<file path="src/rtl/rx_flag_controller.sv">
// rx_flag_controller: receive-side control stage feeding the flags register
// file of the gpp_txrx node. Accepts one-word network messages, writes each
// payload into a per-source receive buffer slot, pulses the rx flag write
// port to mark the message received, and pulses the rtr write port to clear
// it when the processor acknowledges the message.
//
// Ports:
//   clk, rst_n                 clock, asynchronous active-low reset
//   net_valid/net_ready        network handshake
//   net_src, net_data          message source index and payload
//   buf_write_enable,
//   buf_address,
//   buf_write_data             receive buffer write port (slot = source)
//   rx_write_enable, address_1 flags file set strobe and index
//   rtr_write_enable,address_2 flags file clear strobe and index
//   cpu_ack, cpu_ack_src       processor acknowledge pulse and source
//   pending                    local copy of flag state, one bit per slot
//   stall_cycles               saturating count of cycles spent stalled
module rx_flag_controller #(
    parameter int ADDR_WIDTH      = 1,
    parameter int DATA_WIDTH      = 16,
    parameter int STALL_CNT_WIDTH = 16,
    localparam int NODES          = 2 ** ADDR_WIDTH
) (
    input  logic                       clk,
    input  logic                       rst_n,
    input  logic                       net_valid,
    output logic                       net_ready,
    input  logic [ADDR_WIDTH-1:0]      net_src,
    input  logic [DATA_WIDTH-1:0]      net_data,
    output logic                       buf_write_enable,
    output logic [ADDR_WIDTH-1:0]      buf_address,
    output logic [DATA_WIDTH-1:0]      buf_write_data,
    output logic                       rx_write_enable,
    output logic [ADDR_WIDTH-1:0]      address_1,
    output logic                       rtr_write_enable,
    output logic [ADDR_WIDTH-1:0]      address_2,
    input  logic                       cpu_ack,
    input  logic [ADDR_WIDTH-1:0]      cpu_ack_src,
    output logic [NODES-1:0]           pending,
    output logic [STALL_CNT_WIDTH-1:0] stall_cycles
);

    typedef enum logic [2:0] {
        IDLE,
        CHECK,
        STALL,
        WRITE,
        FLAG
    } state_t;

    state_t                     state_q, state_d;
    logic [ADDR_WIDTH-1:0]      src_q, src_d;
    logic [DATA_WIDTH-1:0]      data_q, data_d;
    logic                       net_ready_q, net_ready_d;
    logic                       buf_we_q, buf_we_d;
    logic [ADDR_WIDTH-1:0]      buf_addr_q, buf_addr_d;
    logic [DATA_WIDTH-1:0]      buf_data_q, buf_data_d;
    logic                       rx_we_q, rx_we_d;
    logic [ADDR_WIDTH-1:0]      addr1_q, addr1_d;
    logic                       rtr_we_q, rtr_we_d;
    logic [ADDR_WIDTH-1:0]      addr2_q, addr2_d;
    logic [NODES-1:0]           pending_q, pending_d;
    logic [STALL_CNT_WIDTH-1:0] stall_q, stall_d;

    always_comb begin
        state_d    = state_q;
        src_d      = src_q;
        data_d     = data_q;
        buf_we_d   = 1'b0;
        buf_addr_d = buf_addr_q;
        buf_data_d = buf_data_q;
        rx_we_d    = 1'b0;
        addr1_d    = addr1_q;
        stall_d    = stall_q;
        pending_d  = pending_q;

        unique case (state_q)
            IDLE: begin
                // net_ready_q is what the network saw this cycle
                if (net_valid && net_ready_q) begin
                    src_d   = net_src;
                    data_d  = net_data;
                    state_d = CHECK;
                end
            end
            CHECK: begin
                state_d = pending_q[src_q] ? STALL : WRITE;
            end
            STALL: begin
                if (stall_q != '1) begin
                    stall_d = stall_q + 1'b1;
                end
                if (!pending_q[src_q]) begin
                    state_d = WRITE;
                end
            end
            WRITE: begin
                buf_we_d   = 1'b1;
                buf_addr_d = src_q;
                buf_data_d = data_q;
                state_d    = FLAG;
            end
            FLAG: begin
                rx_we_d = 1'b1;
                addr1_d = src_q;
                state_d = IDLE;
            end
            default: begin
                state_d = IDLE;
            end
        endcase

        // Ready is registered from the next state so that it drops on the
        // same edge that accepts a message.
        net_ready_d = (state_d == IDLE);

        // An ack only counts against a slot that is already pending, so an
        // ack racing the set of the same slot is dropped and the set wins.
        rtr_we_d = cpu_ack && pending_q[cpu_ack_src];
        addr2_d  = rtr_we_d ? cpu_ack_src : addr2_q;
        if (rtr_we_d) begin
            pending_d[cpu_ack_src] = 1'b0;
        end
        if (state_q == FLAG) begin
            pending_d[src_q] = 1'b1;
        end
    end

    always_ff @(posedge clk or negedge rst_n) begin
        if (!rst_n) begin
            state_q     <= IDLE;
            src_q       <= '0;
            data_q      <= '0;
            net_ready_q <= 1'b0;
            buf_we_q    <= 1'b0;
            buf_addr_q  <= '0;
            buf_data_q  <= '0;
            rx_we_q     <= 1'b0;
            addr1_q     <= '0;
            rtr_we_q    <= 1'b0;
            addr2_q     <= '0;
            pending_q   <= '0;
            stall_q     <= '0;
        end else begin
            state_q     <= state_d;
            src_q       <= src_d;
            data_q      <= data_d;
            net_ready_q <= net_ready_d;
            buf_we_q    <= buf_we_d;
            buf_addr_q  <= buf_addr_d;
            buf_data_q  <= buf_data_d;
            rx_we_q     <= rx_we_d;
            addr1_q     <= addr1_d;
            rtr_we_q    <= rtr_we_d;
            addr2_q     <= addr2_d;
            pending_q   <= pending_d;
            stall_q     <= stall_d;
        end
    end

    assign net_ready        = net_ready_q;
    assign buf_write_enable = buf_we_q;
    assign buf_address      = buf_addr_q;
    assign buf_write_data   = buf_data_q;
    assign rx_write_enable  = rx_we_q;
    assign address_1        = addr1_q;
    assign rtr_write_enable = rtr_we_q;
    assign address_2        = addr2_q;
    assign pending          = pending_q;
    assign stall_cycles     = stall_q;

endmodule

</file>
<file path="config.mk">
export PLATFORM = sky130hd
export DESIGN_NAME = rx_flag_controller
export DESIGN_NICKNAME = d
export VERILOG_FILES = /design/src/rtl/rx_flag_controller.sv
export SDC_FILE = /design/constraint.sdc
export NUM_CORES = 1
export LEC_CHECK = 0
export ABC_CLOCK_PERIOD_IN_PS = 2000
export CELL_PAD_IN_SITES_DETAIL_PLACEMENT = 1
export CELL_PAD_IN_SITES_GLOBAL_PLACEMENT = 1
export CORE_MARGIN = 2
export CORE_UTILIZATION = 48
export CTS_CLUSTER_DIAMETER = 120
export DETAILED_ROUTE_END_ITERATION = 12
export DONT_BUFFER_PORTS = 1
export GPL_ROUTABILITY_DRIVEN = 0
export GPL_TIMING_DRIVEN = 0
export PLACE_DENSITY = 0.85
export SLEW_MARGIN = 20
export SYNTH_ARGS = -nofsm -noshare
export SYNTH_HDL_FRONTEND = slang
export SYNTH_SLANG_ARGS = --single-unit
</file>
<file path="constraint.sdc">
create_clock -name clk -period 2 [get_ports clk]
set_input_delay 0 -clock clk [delete_from_list [all_inputs] [get_ports clk]]
set_output_delay 0 -clock clk [all_outputs]
set_load 0.02 [all_outputs]
</file>
# == Yosys cells after proc, flatten, opt, wreduce, memory -nomap -nowiden ==
# Index checks and enable logic that the tools add are counted.
# word_totals
in_bits,22
output_inout_bits,41
register_bits,61
# classes
n_addsub,1
eq_ne,5
reduce_logical,8
n_lt_le_gt_ge,4
mux,16
bitwise,3
# op_table
cell,n
16-bit by 1-bit adder with 16-bit output (second input constant),1
16-bit inequality test (second input constant),1
3-bit case mux with 4 select lines,1
1-bit 2-to-1 mux,9
3-bit by 2-bit equality test with 1-bit output (second input constant),2
3-bit zero test,2
3-bit 2-to-1 mux,2
1-bit logical AND,4
1-bit by 2-bit < comparator with 1-bit output (second input constant),2
2-bit 2-to-1 mux,2
2-bit AND reduction,2
3-bit by 1-bit equality test with 1-bit output (second input constant),1
3-bit equality test (second input constant),1
2-bit bitwise AND,1
1-bit demux with 1-bit select,2
1-bit >= comparator (second input constant),2
2-bit inverter,1
2-bit OR,1

# == Logic depth before layout (Yosys ltp) ==
# Gate-level depths: netlist (run 1).
# logic_depth
depth_word,9
ltp_mapped,5
depth_no_buf,5

# == Worst setup path after synthesis (run 1) ==
# OpenSTA, ideal clock, no wires.
# synth_timing
path_type,reg-to-reg
startpoint,"reg stall_q[0], in the netlist stall_cycles[0]"
endpoint,"reg stall_q[1], in the netlist stall_cycles[1]"
arrival_time_ns,1.603
setup_slack_ns,0.272
synth_period_minus_slack_ns,1.728
n_path_buf,0
setup_time_ns,0.125
path_stages_with_launch,6
path_cell_list,dfrtp_1 > ha_1 > nand3_1 > nor4_2 > nor2_2 > mux2_4
# synth_via
elab_chain_cells,2
# synth_lines
item,line_no,source
from (decl),64,"logic [STALL_CNT_WIDTH-1:0] stall_q, stall_d;"
from (signal assigned),158,stall_q <= stall_d;
branches (longest 2 deep; another with 16-bit by 1-bit adder with 16-bit output),n/a,
# Parallel ways; which one is timed is not known.
# A chain may end at the register's enable or synchronous reset.

# == Worst setup path in the final report (run 1) ==
# layout_timing
startpoint,"reg stall_q[14], in the netlist stall_cycles[14]"
endpoint,"reg stall_q[9], in the netlist stall_cycles[9]"
# layout_via
elab_chain_cells,2
# layout_lines
item,line_no,source
16-bit inequality test,91,if (stall_q != '1) begin
2-bit AND reduction (no line),n/a,
# No other way between the ends.

==> reports/qor.csv, run 1 <==
stage,metric,value,unit
run_status,run status,"complete, no violations",
global_route,largest net degree at the start of global routing,62,
floorplan,io pins,63,
sta,Period minus WS final,1.828,ns
sta,Tcrit/Tclk final,91.41,%
sta,Final TNS setup,0,ns
floorplan,die height,76.30,um
critical_path,Critical Path Source Type,flip-flop,
synthesis,syn_nets,239,
cells_and_area,post-layout instance area,0.003114,mm2
clocking,CTS sink cnt,61,
synthesis,Yosys reg bits,61,
cells_and_area,diode count,0,
sta,Hold Fails Final Rpt,0,
synthesis,Syn. warnings,0,
synthesis,most frequent cell after synthesis,dfrtp_1,
floorplan,Die Width,76.30,um
cells_and_area,share of cells above drive strength 1,23.17,%
sta,Slew headroom,69.12,%
sta,Final setup viols,0,
sta,Clock Skew,0.008849,ns
synthesis,"EDFF count, synth",0,
route,DRT Wirelength,6.221,mm
place,# port buffers,0,
route,Via density,5.325,
global_route,first-pass GRT wire length,10.27,mm
global_route,vias in the first global route,2010,
pwr,Tot Pwr,4.833,mW
clocking,H-tree Lvls,3,
worst_hold_path,worst min-delay path class,in -> reg,
pwr,Sequential Power Share,51.4,%
pwr,Clock power frac,25.1,%
pwr,Comb power frac,23.5,%
sta,RSZ-0062 raised after global routing,no,
cells_and_area,final net count,277,
clocking,Max Buffers Root-to-Sink,2,
global_route,global routing's busiest layer,met2,
place,# placed instances,286,
critical_path,critical path arrival,2.07,ns
critical_path,CP endpoint kind,flip-flop,
sta,Worst-Margin Slew,0.4632,ns
clocking,Clock transition at path regs,0.08,ns
floorplan,Row Count,26,
critical_path,CP Class,reg -> reg,
synthesis,Mapped Avg Cell Area,11.61,um2
place,area of placed instances,0.002596,mm2
global_route,total track usage,23.16,%
floorplan,die area,0.005821,mm2
pwr,Power Internal,2.975,mW
pwr,sw frac,38.45,%
sta,Final Max Slew Viols,0,
route,Antenna Nets Post-Route,0,
critical_path,Max Fanout on Critical Path,5,
clocking,TritonCTS clock tree,built,
place,HPWL Detailed,3.527,mm
cells_and_area,area growth from synthesis to layout,24.14,%
synthesis,Synth Cell Area,0.002509,mm2
cells_and_area,final core area utilization,61.37,%
floorplan,initial core utilization,49.43,%
global_route,initial antenna violation count,0,
route,DR WL/cell,18.91,um
pwr,leak pwr,1.482,nW
synthesis,Synth Instances,216,
synthesis,Cell variety after synth,34,
place,Setup WS pre-CTS,0.1149,ns
critical_path,critical path required time,2.24,ns
global_route,GRT met2 Usage,41.24,%
sta,Highest Clock Rate,547.0,MHz
pwr,P_sw,1.858,mW
clocking,TritonCTS Buffers,9,
route,DRT Pass-1 Iters,4,
synthesis,Most used DFF post-synth,dfrtp_1,
global_route,met1 usage in global routing,25.56,%
cells_and_area,final std cells w/o fill,329,
cells_and_area,filler instances,532,
sta,Setup WS post-layout,0.1718,ns
clocking,"Clk Latency, worst-skew pair",0.33,ns
route,DRC Markers,0,
flow_run,max-cap viol count,0,
pwr,P per Cell Area,1552,mW/mm2
synthesis,Area contributors post-synth,"dfrtp_1 61%, nand2_1 8.7%, mux2_2 8.5%, xor2_1 2.8%, xnor2_1 2.4%",
synthesis,most frequent cells after synthesis,"61 x dfrtp_1, 58 x nand2_1, 19 x mux2_2",
global_route,total gr overflow,0,
route,DR iter-0 viols,59,
synthesis,"area leader, netlist",dfrtp_1,
sta,worst hold margin,0.09339,ns
synthesis,top cell type's share of synthesized area,60.85,%
floorplan,Core Region,0.005075,mm2
global_route,met3 GRT Util,7.109,%
synthesis,sequential share of the synthesized area,60.85,%
synthesis,Post-synth ARST share,100.0,%
pwr,maximum vdd drop,0.8751,mV
clocking,clk root buf,clkbuf_8,
route,via count,1752,
## state kept, by name, summed over array words and instances, names as in the netlist, 2 cells and up
register        cells
state_q             3
pending             2
buf_write_data     16
data_q             16
stall_cycles       16
## what timing repair did
action,in CTS,in global routing
gates resized for setup,0,6
endpoints found under the hold margin,82,0
hold buffers,22,0
setup buffers,0,5
endpoints found under the setup margin,0,8
## cell type report
| cell class | instances | area (um2) | share of cell area, % |
|---|---|---|---|
| inverter | 6 | 22.52 | 0.7232 |
| timing repair buffer | 27 | 275.3 | 8.839 |
| clock inverter | 7 | 98.84 | 3.174 |
| tap | 70 | 87.58 | 2.812 |
| buffer | 3 | 16.27 | 0.5223 |
| sequential | 61 | 1531 | 49.18 |
| multi-input combinational | 146 | 958.4 | 30.78 |
| clock buffer | 9 | 123.9 | 3.978 |
## power by group through the flow
stage          combinational (mW)  clock [mW]  sequential [mW]
6_report                     1.13        1.21             2.48
5_1_grt                      1.27        1.29             2.55
4_1_cts                      1.07        1.24             2.47
3_5_place_dp                0.983           0             2.48
3_3_place_gp                0.903           0             2.45
2_1_floorplan               0.791           0             2.35
## logic make-up after synthesis
kind of cell,count (synthesis),synth area share [%]
simple gates,102,20.50
compound gates,6,1.447
xor+xnor,15,5.237
buf+inv,9,1.546
mux,22,9.925
fa+ha+maj,1,0.4987
flops,61,60.85
## routing by layer
layer	routed length, um	up-vias
li1	-	802
met1	2394	890
met2	3409	52
met3	346	8
met4	71	0
met5	0	-
## cells in the final DEF, fill, tap and decap left out, types with 2 or more instances in the layout
| cell | synthesis | routed |
|---|---|---|
| a21oi_1 | 2 | 2 |
| buf_4 | 1 | 6 |
| bufinv_16 | 0 | 2 |
| clkbuf_8 | 0 | 9 |
| clkinv_4 | 0 | 2 |
| dfrtp_1 | 61 | 57 |
| dfrtp_2 | 0 | 4 |
| dlygate4sd3_1 | 0 | 21 |
| inv_1 | 5 | 5 |
| mux2_2 | 19 | 19 |
| mux2i_1 | 2 | 2 |
| nand2_1 | 58 | 58 |
| nand3_1 | 8 | 8 |
| nand4_1 | 5 | 5 |
| nor2_1 | 8 | 8 |
| nor3_1 | 7 | 7 |
| nor4_1 | 3 | 2 |
| nor4_2 | 2 | 2 |
| o21ai_0 | 2 | 2 |
| xnor2_1 | 7 | 7 |
| xor2_1 | 8 | 8 |
## worst paths after layout
| kind | start | to | slack (ns) | cells past startpoint |
|---|---|---|---|---|
| setup / recovery | stall_cycles[14] | stall_cycles[9] | 0.17 | 4 |
| hold / removal | net_valid | src_q | 0.09 | 3 |
| setup reg to reg | stall_cycles[14] | stall_cycles[9] | 0.17 | 4 |
| hold reg to reg | data_q[14] | buf_write_data[14] | 0.47 | 2 |
| max in group asynchronous | rst_n | stall_cycles[1] | 1.52 | 2 |
| min in group asynchronous | rst_n | stall_cycles[15] | 0.23 | 2 |
## critical path, cell delays in order, from the launching register on
cell and delay, ns:
dfrtp_1 0.51, nand4_1 0.34, or4_4 0.62, nand3_1 0.15, xnor2_1 0.14
Power figures use the tool's default switching activity.
==> inputs of run 2 (changes only) <==
- PLACE_DENSITY: 0.85 -> default
- PLACE_DENSITY_LB_ADDON: default -> 0.08
==> reports/qor.csv, run 2 (synthesis results as in run 1) <==
stage,metric,value,unit,change
place,area of placed instances,0.002596,mm2,unchanged
critical_path,critical path required time,2.26,ns,+0.02 ns
global_route,total track usage,21.40,%,-1.8 points
clocking,TritonCTS clock tree,built,,
critical_path,crit path capture,stall_cycles[13],,
route,Via density,5.320,,-0.10%
route,DR WL/cell,17.73,um,-6.3%
global_route,initial antenna violation count,0,,unchanged
floorplan,Die Width,76.30,um,unchanged
route,Antenna Nets Post-Route,0,,unchanged
sta,Final TNS setup,0,ns,unchanged
cells_and_area,post-layout instance area,0.003025,mm2,-2.9%
global_route,total gr overflow,0,,unchanged
pwr,leak pwr,1.447,nW,-2.3%
critical_path,Critical Path Source Type,flip-flop,,
clocking,"Clk Latency, worst-skew pair",0.34,ns,about the same
route,DR iter-0 viols,50,,-15%
place,# placed instances,286,,unchanged
sta,Slew headroom,63.47,%,-5.7 points
sta,Final Max Slew Viols,0,,unchanged
floorplan,die height,76.30,um,unchanged
floorplan,initial core utilization,49.43,%,unchanged
sta,Period minus WS final,1.851,ns,+0.02295 ns
worst_hold_path,worst min-delay path class,in -> reg,,
sta,Worst-Margin Slew,0.5430,ns,+0.07982 ns
cells_and_area,area growth from synthesis to layout,20.60,%,
cells_and_area,share of cells above drive strength 1,19.05,%,-4.1 points
critical_path,cells on worst reg2reg path,4,,unchanged
global_route,first-pass GRT wire length,9.611,mm,-6.5%
clocking,clk root buf,clkbuf_8,,
critical_path,CP Class,reg -> reg,,
place,# port buffers,0,,unchanged
global_route,vias in the first global route,1950,,-3.0%
cells_and_area,diode count,0,,unchanged
clocking,Post-CTS Setup Inserts,0,,unchanged
cells_and_area,final net count,272,,-1.8%
floorplan,die area,0.005821,mm2,unchanged
place,HPWL Detailed,3.694,mm,+4.7%
floorplan,Core Region,0.005075,mm2,unchanged
route,DRT Pass-1 Iters,4,,unchanged
route,DRT Wirelength,5.708,mm,-8.2%
clocking,Max Buffers Root-to-Sink,2,,unchanged
sta,Final setup viols,0,,unchanged
sta,Highest Clock Rate,540.2,MHz,-1.2%
global_route,largest net degree at the start of global routing,62,,unchanged
route,via count,1713,,-2.2%
clocking,TritonCTS Buffers,9,,unchanged
pwr,maximum vdd drop,0.7738,mV,-12%
critical_path,beginning of the critical path,stall_cycles[13],,
critical_path,Max Fanout on Critical Path,5,,unchanged
clocking,Clock transition at path regs,0.07,ns,about the same
cells_and_area,most frequent cells in the layout,"59 x dfrtp_1, 58 x nand2_1, 21 x dlygate4sd3_1",,
cells_and_area,final std cells w/o fill,322,,-2.1%
cells_and_area,"most common cell after layout, fill and taps aside",dfrtp_1,,
cells_and_area,final core area utilization,59.62,%,-1.8 points
critical_path,critical path arrival,2.11,ns,+0.04 ns
clocking,H-tree Lvls,3,,unchanged
critical_path,Worst R2R End,stall_cycles[13],,
floorplan,io pins,63,,unchanged
run_status,run status,"complete, no violations",,
route,DRC Markers,0,,unchanged
worst_hold_path,Hold Path Stages,3,,unchanged
sta,Clock Skew,0.006314,ns,-0.002535 ns
flow_run,max-cap viol count,0,,unchanged
critical_path,R2R Setup Slk,0.15,ns,-0.02 ns
pwr,P per Cell Area,1502,mW/mm2,-3.2%
sta,Tcrit/Tclk final,92.56,%,+1.1 points
floorplan,Row Count,26,,unchanged
clocking,CTS sink cnt,61,,unchanged
sta,RSZ-0062 raised after global routing,no,,
sta,Hold Fails Final Rpt,0,,unchanged
critical_path,Reg2Reg Launch Point,stall_cycles[13],,
critical_path,CP endpoint kind,flip-flop,,
-- run 2: cell count changes in the layout (fill, tap and decap cells not counted), moves of 2 or more --
cell      change
dfrtp_1       +2
buf_4         -5
clkbuf_1      +2
clkinv_4      -2
dfrtp_2       -2
-- run 2: what timing repair did --
action | 4_1_cts | 5_1_grt
resized for setup | 0 | 3
endpoints found under the setup margin | 0 | 1
hold buffers | 22 | 0
endpoints found under the hold margin | 82 | 0
-- run 2: worst max-delay path, cell delays in order (launching register included) --
cell and delay (ns):
dfrtp_1 0.55, nand4_1 0.34, or4_4 0.62, nand4_1 0.14, xnor2_1 0.12
-- run 2: final cells by class --
type                       instances  area, um2
multi-input combinational        146      952.2
clock inverter                     2      35.03
tap                               70      87.58
fill                             531       2049
timing repair buffer              22      237.7
sequential                        61       1529
inverter                           6      22.52
buffer                             3      16.27
clock buffer                      12      145.1
-- run 2: stage by stage --
stage	total power, mW	hold slack, ns	setup slack (ns)
finish	4.543	0.1187	0.1489
global route	4.833	0.1344	0.006239
CTS	4.571	0.1091	0.06060
detailed placement	3.455	-0.2942	0.05767
global placement	3.348	-0.2943	0.1263
floorplan	3.141	-0.2956	0.2718
-- run 2: report_power, final --
part	leakage, nW	internal [mW]	switching (mW)
sequential	0.776	1.71	0.752
clock	0.0923	0.594	0.442
combinational	0.579	0.517	0.524
-- run 2: worst min path at each step --
| stage | from | end | slack (ns) |
|---|---|---|---|
| finish | net_valid | data_q[0] | 0.12 |
| detailed placement | rst_n | stall_cycles[7] | -0.29 |
| CTS | net_valid | data_q[4] | 0.11 |
| global route | net_valid | data_q[4] | 0.13 |
| floorplan | rst_n | address_1 | -0.30 |
| global placement | rst_n | stall_cycles[6] | -0.29 |
-- run 2: per-layer routing --
metal  GRT usage, %  routed length (um)  vias up
met1          23.83                2253      866
met4          11.09                 131        0
met2          36.73                2980       47
met5              0                   0        -
met3          6.754                 343       12
li1               -                   -      788
==> inputs of run 3 (changes only) <==
- CELL_PAD_IN_SITES_DETAIL_PLACEMENT: 1 -> default
- CELL_PAD_IN_SITES_GLOBAL_PLACEMENT: 1 -> default
- CORE_UTILIZATION: 48 -> 51
==> reports/qor.csv, run 3 (synthesis results as in run 1) <==
stage,metric,value,unit,change
clocking,Clock transition at path regs,0.06,ns,about the same
floorplan,Row Count,25,,-3.8%
global_route,total track usage,20.05,%,-1.4 points
cells_and_area,filler instances,393,,-26%
floorplan,io pins,63,,unchanged
global_route,vias in the first global route,1764,,-9.5%
cells_and_area,diode count,0,,unchanged
global_route,first-pass GRT wire length,8.190,mm,-15%
route,via count,1678,,-2.0%
floorplan,die height,74.14,um,-2.8%
route,DR WL/cell,15.45,um,-13%
cells_and_area,most frequent cells in the layout,"61 x dfrtp_1, 58 x nand2_1, 21 x dlygate4sd3_1",,
sta,Final Max Slew Viols,0,,unchanged
clocking,H-tree Lvls,3,,unchanged
place,# placed instances,283,,-1.0%
place,# port buffers,0,,unchanged
clocking,TritonCTS clock tree,built,,
global_route,largest net degree at the start of global routing,62,,unchanged
route,DR iter-0 viols,67,,+34%
sta,RSZ-0062 raised after global routing,no,,
pwr,leak pwr,1.460,nW,+0.87%
critical_path,CP peak stage delay,0.54,ns,-0.08 ns
cells_and_area,final net count,272,,unchanged
critical_path,critical path required time,2.21,ns,-0.05 ns
clocking,CTS sink cnt,61,,unchanged
sta,Highest Clock Rate,528.8,MHz,-2.1%
critical_path,Critical Path Source Type,flip-flop,,
critical_path,Max Fanout on Critical Path,6,,+1
route,DRT Pass-1 Iters,4,,unchanged
route,DRT Wirelength,4.959,mm,-13%
sta,Slew headroom,68.63,%,+5.2 points
clocking,clk root buf,clkbuf_8,,
sta,Period minus WS final,1.891,ns,+0.04003 ns
sta,Clock Skew,0.005777,ns,-0.0005366 ns
place,HPWL Detailed,3.286,mm,-11%
floorplan,Die Width,74.14,um,-2.8%
floorplan,Core Region,0.004723,mm2,-6.9%
flow_run,max-cap viol count,0,,unchanged
place,Setup WS pre-CTS,0.1084,ns,+0.05071 ns
run_status,run status,"complete, no violations",,
clocking,TritonCTS Buffers,9,,unchanged
critical_path,critical path arrival,2.10,ns,about the same
route,Via density,5.227,,-1.7%
critical_path,CP Class,reg -> reg,,
cells_and_area,area growth from synthesis to layout,20.80,%,
route,DRC Markers,0,,unchanged
critical_path,Top Family by Delay on Critical Path,simple AND/OR/NAND/NOR gates,,
pwr,P per Cell Area,1492,mW/mm2,-0.64%
critical_path,worst path cell trace,"ha_1, nand3_1, nand2b_2, nor3_1, mux2_2",,
critical_path,sum of buffers and inverters on the critical path,0,,unchanged
global_route,total gr overflow,0,,unchanged
worst_hold_path,worst min-delay path class,in -> reg,,
cells_and_area,post-layout instance area,0.003030,mm2,+0.17%
place,area of placed instances,0.002592,mm2,-0.14%
sta,Final TNS setup,0,ns,unchanged
sta,Worst-Margin Slew,0.4663,ns,-0.07671 ns
floorplan,initial core utilization,53.11,%,+3.7 points
sta,Final setup viols,0,,unchanged
cells_and_area,"most common cell after layout, fill and taps aside",dfrtp_1,,
sta,Tcrit/Tclk final,94.56,%,+2.0 points
floorplan,die area,0.005496,mm2,-5.6%
clocking,Max Buffers Root-to-Sink,2,,unchanged
critical_path,R2R Setup Slk,0.11,ns,-0.04 ns
route,Antenna Nets Post-Route,0,,unchanged
pwr,maximum vdd drop,0.7830,mV,+1.2%
cells_and_area,share of cells above drive strength 1,19.29,%,+0.24 points
cells_and_area,final std cells w/o fill,321,,-0.31%
global_route,initial antenna violation count,0,,unchanged
critical_path,Worst path slowest cell,dfrtp_1,,
sta,Setup WS post-layout,0.1089,ns,-0.04003 ns
critical_path,CP endpoint kind,flip-flop,,
pwr,Tot Pwr,4.522,mW,-0.47%
sta,Hold Fails Final Rpt,0,,unchanged
clocking,"Clk Latency, worst-skew pair",0.32,ns,-0.02 ns
run 3: cell types whose count changed in the layout (fill, tap and decap cells not counted), sizes merged:
cell,change
clkinv,+3
clkbuf,-1
run 3: path summary, 6_finish.rpt:
kind,start,endpoint,cells past startpoint
max,stall_cycles[0],stall_cycles[12],5
min in group asynchronous,rst_n,stall_cycles[13],2
max in group asynchronous,rst_n,buf_address,2
min,net_valid,src_q,3
min reg2reg,data_q[12],buf_write_data[12],2
max reg2reg,stall_cycles[0],stall_cycles[12],5
run 3: per-layer routing:
layer / GRT usage [%] / up-vias / share of wire [%]
li1: - / 791 / -
met1: 24.17 / 819 / 42
met2: 32.34 / 57 / 51
met3: 5.691 / 11 / 5.5
met4: 11.52 / 0 / 2.2
met5: 0 / - / 0
run 3: tightest hold or removal path, cell delays in order:
cell	delay [ns]
nand3_1	0.11
nor2_4	0.09
mux2_2	0.22
run 3: cell type report:
type	instances	area, um2	area share [%]
multi-input cells	146	952.2	31.42
plain buffers	3	16.27	0.5367
clock inverters	5	50.05	1.652
clock buffers	11	141.4	4.666
flip-flops and latches	61	1526	50.37
well taps	67	83.83	2.766
inverters	6	22.52	0.7432
repair buffers	22	237.7	7.845
run 3: where the power goes:
part	switching (mW)	internal, mW	leakage [nW]
Combinational	0.505	0.515	0.579
Clock	0.455	0.601	0.103
Sequential	0.736	1.71	0.778
Total	1.70	2.83	1.46
run 3: repair_timing:
| action | 4_1_cts | 5_1_grt |
|---|---|---|
| hold buffers | 22 | 0 |
| gates resized for setup | 0 | 1 |
| setup buffers | 0 | 0 |
| endpoints found under the hold margin | 82 | 0 |
| setup endpoints to repair | 0 | 1 |
run 3: metrics by stage:
step,util (%),hold WS [ns]
3_5_place_dp,54.89,-0.2943
5_1_grt,64.16,0.1295
2_1_floorplan,-,-0.2956
4_1_cts,63.97,0.1239
3_3_place_gp,54.89,-0.2943
6_report,64.16,0.1338
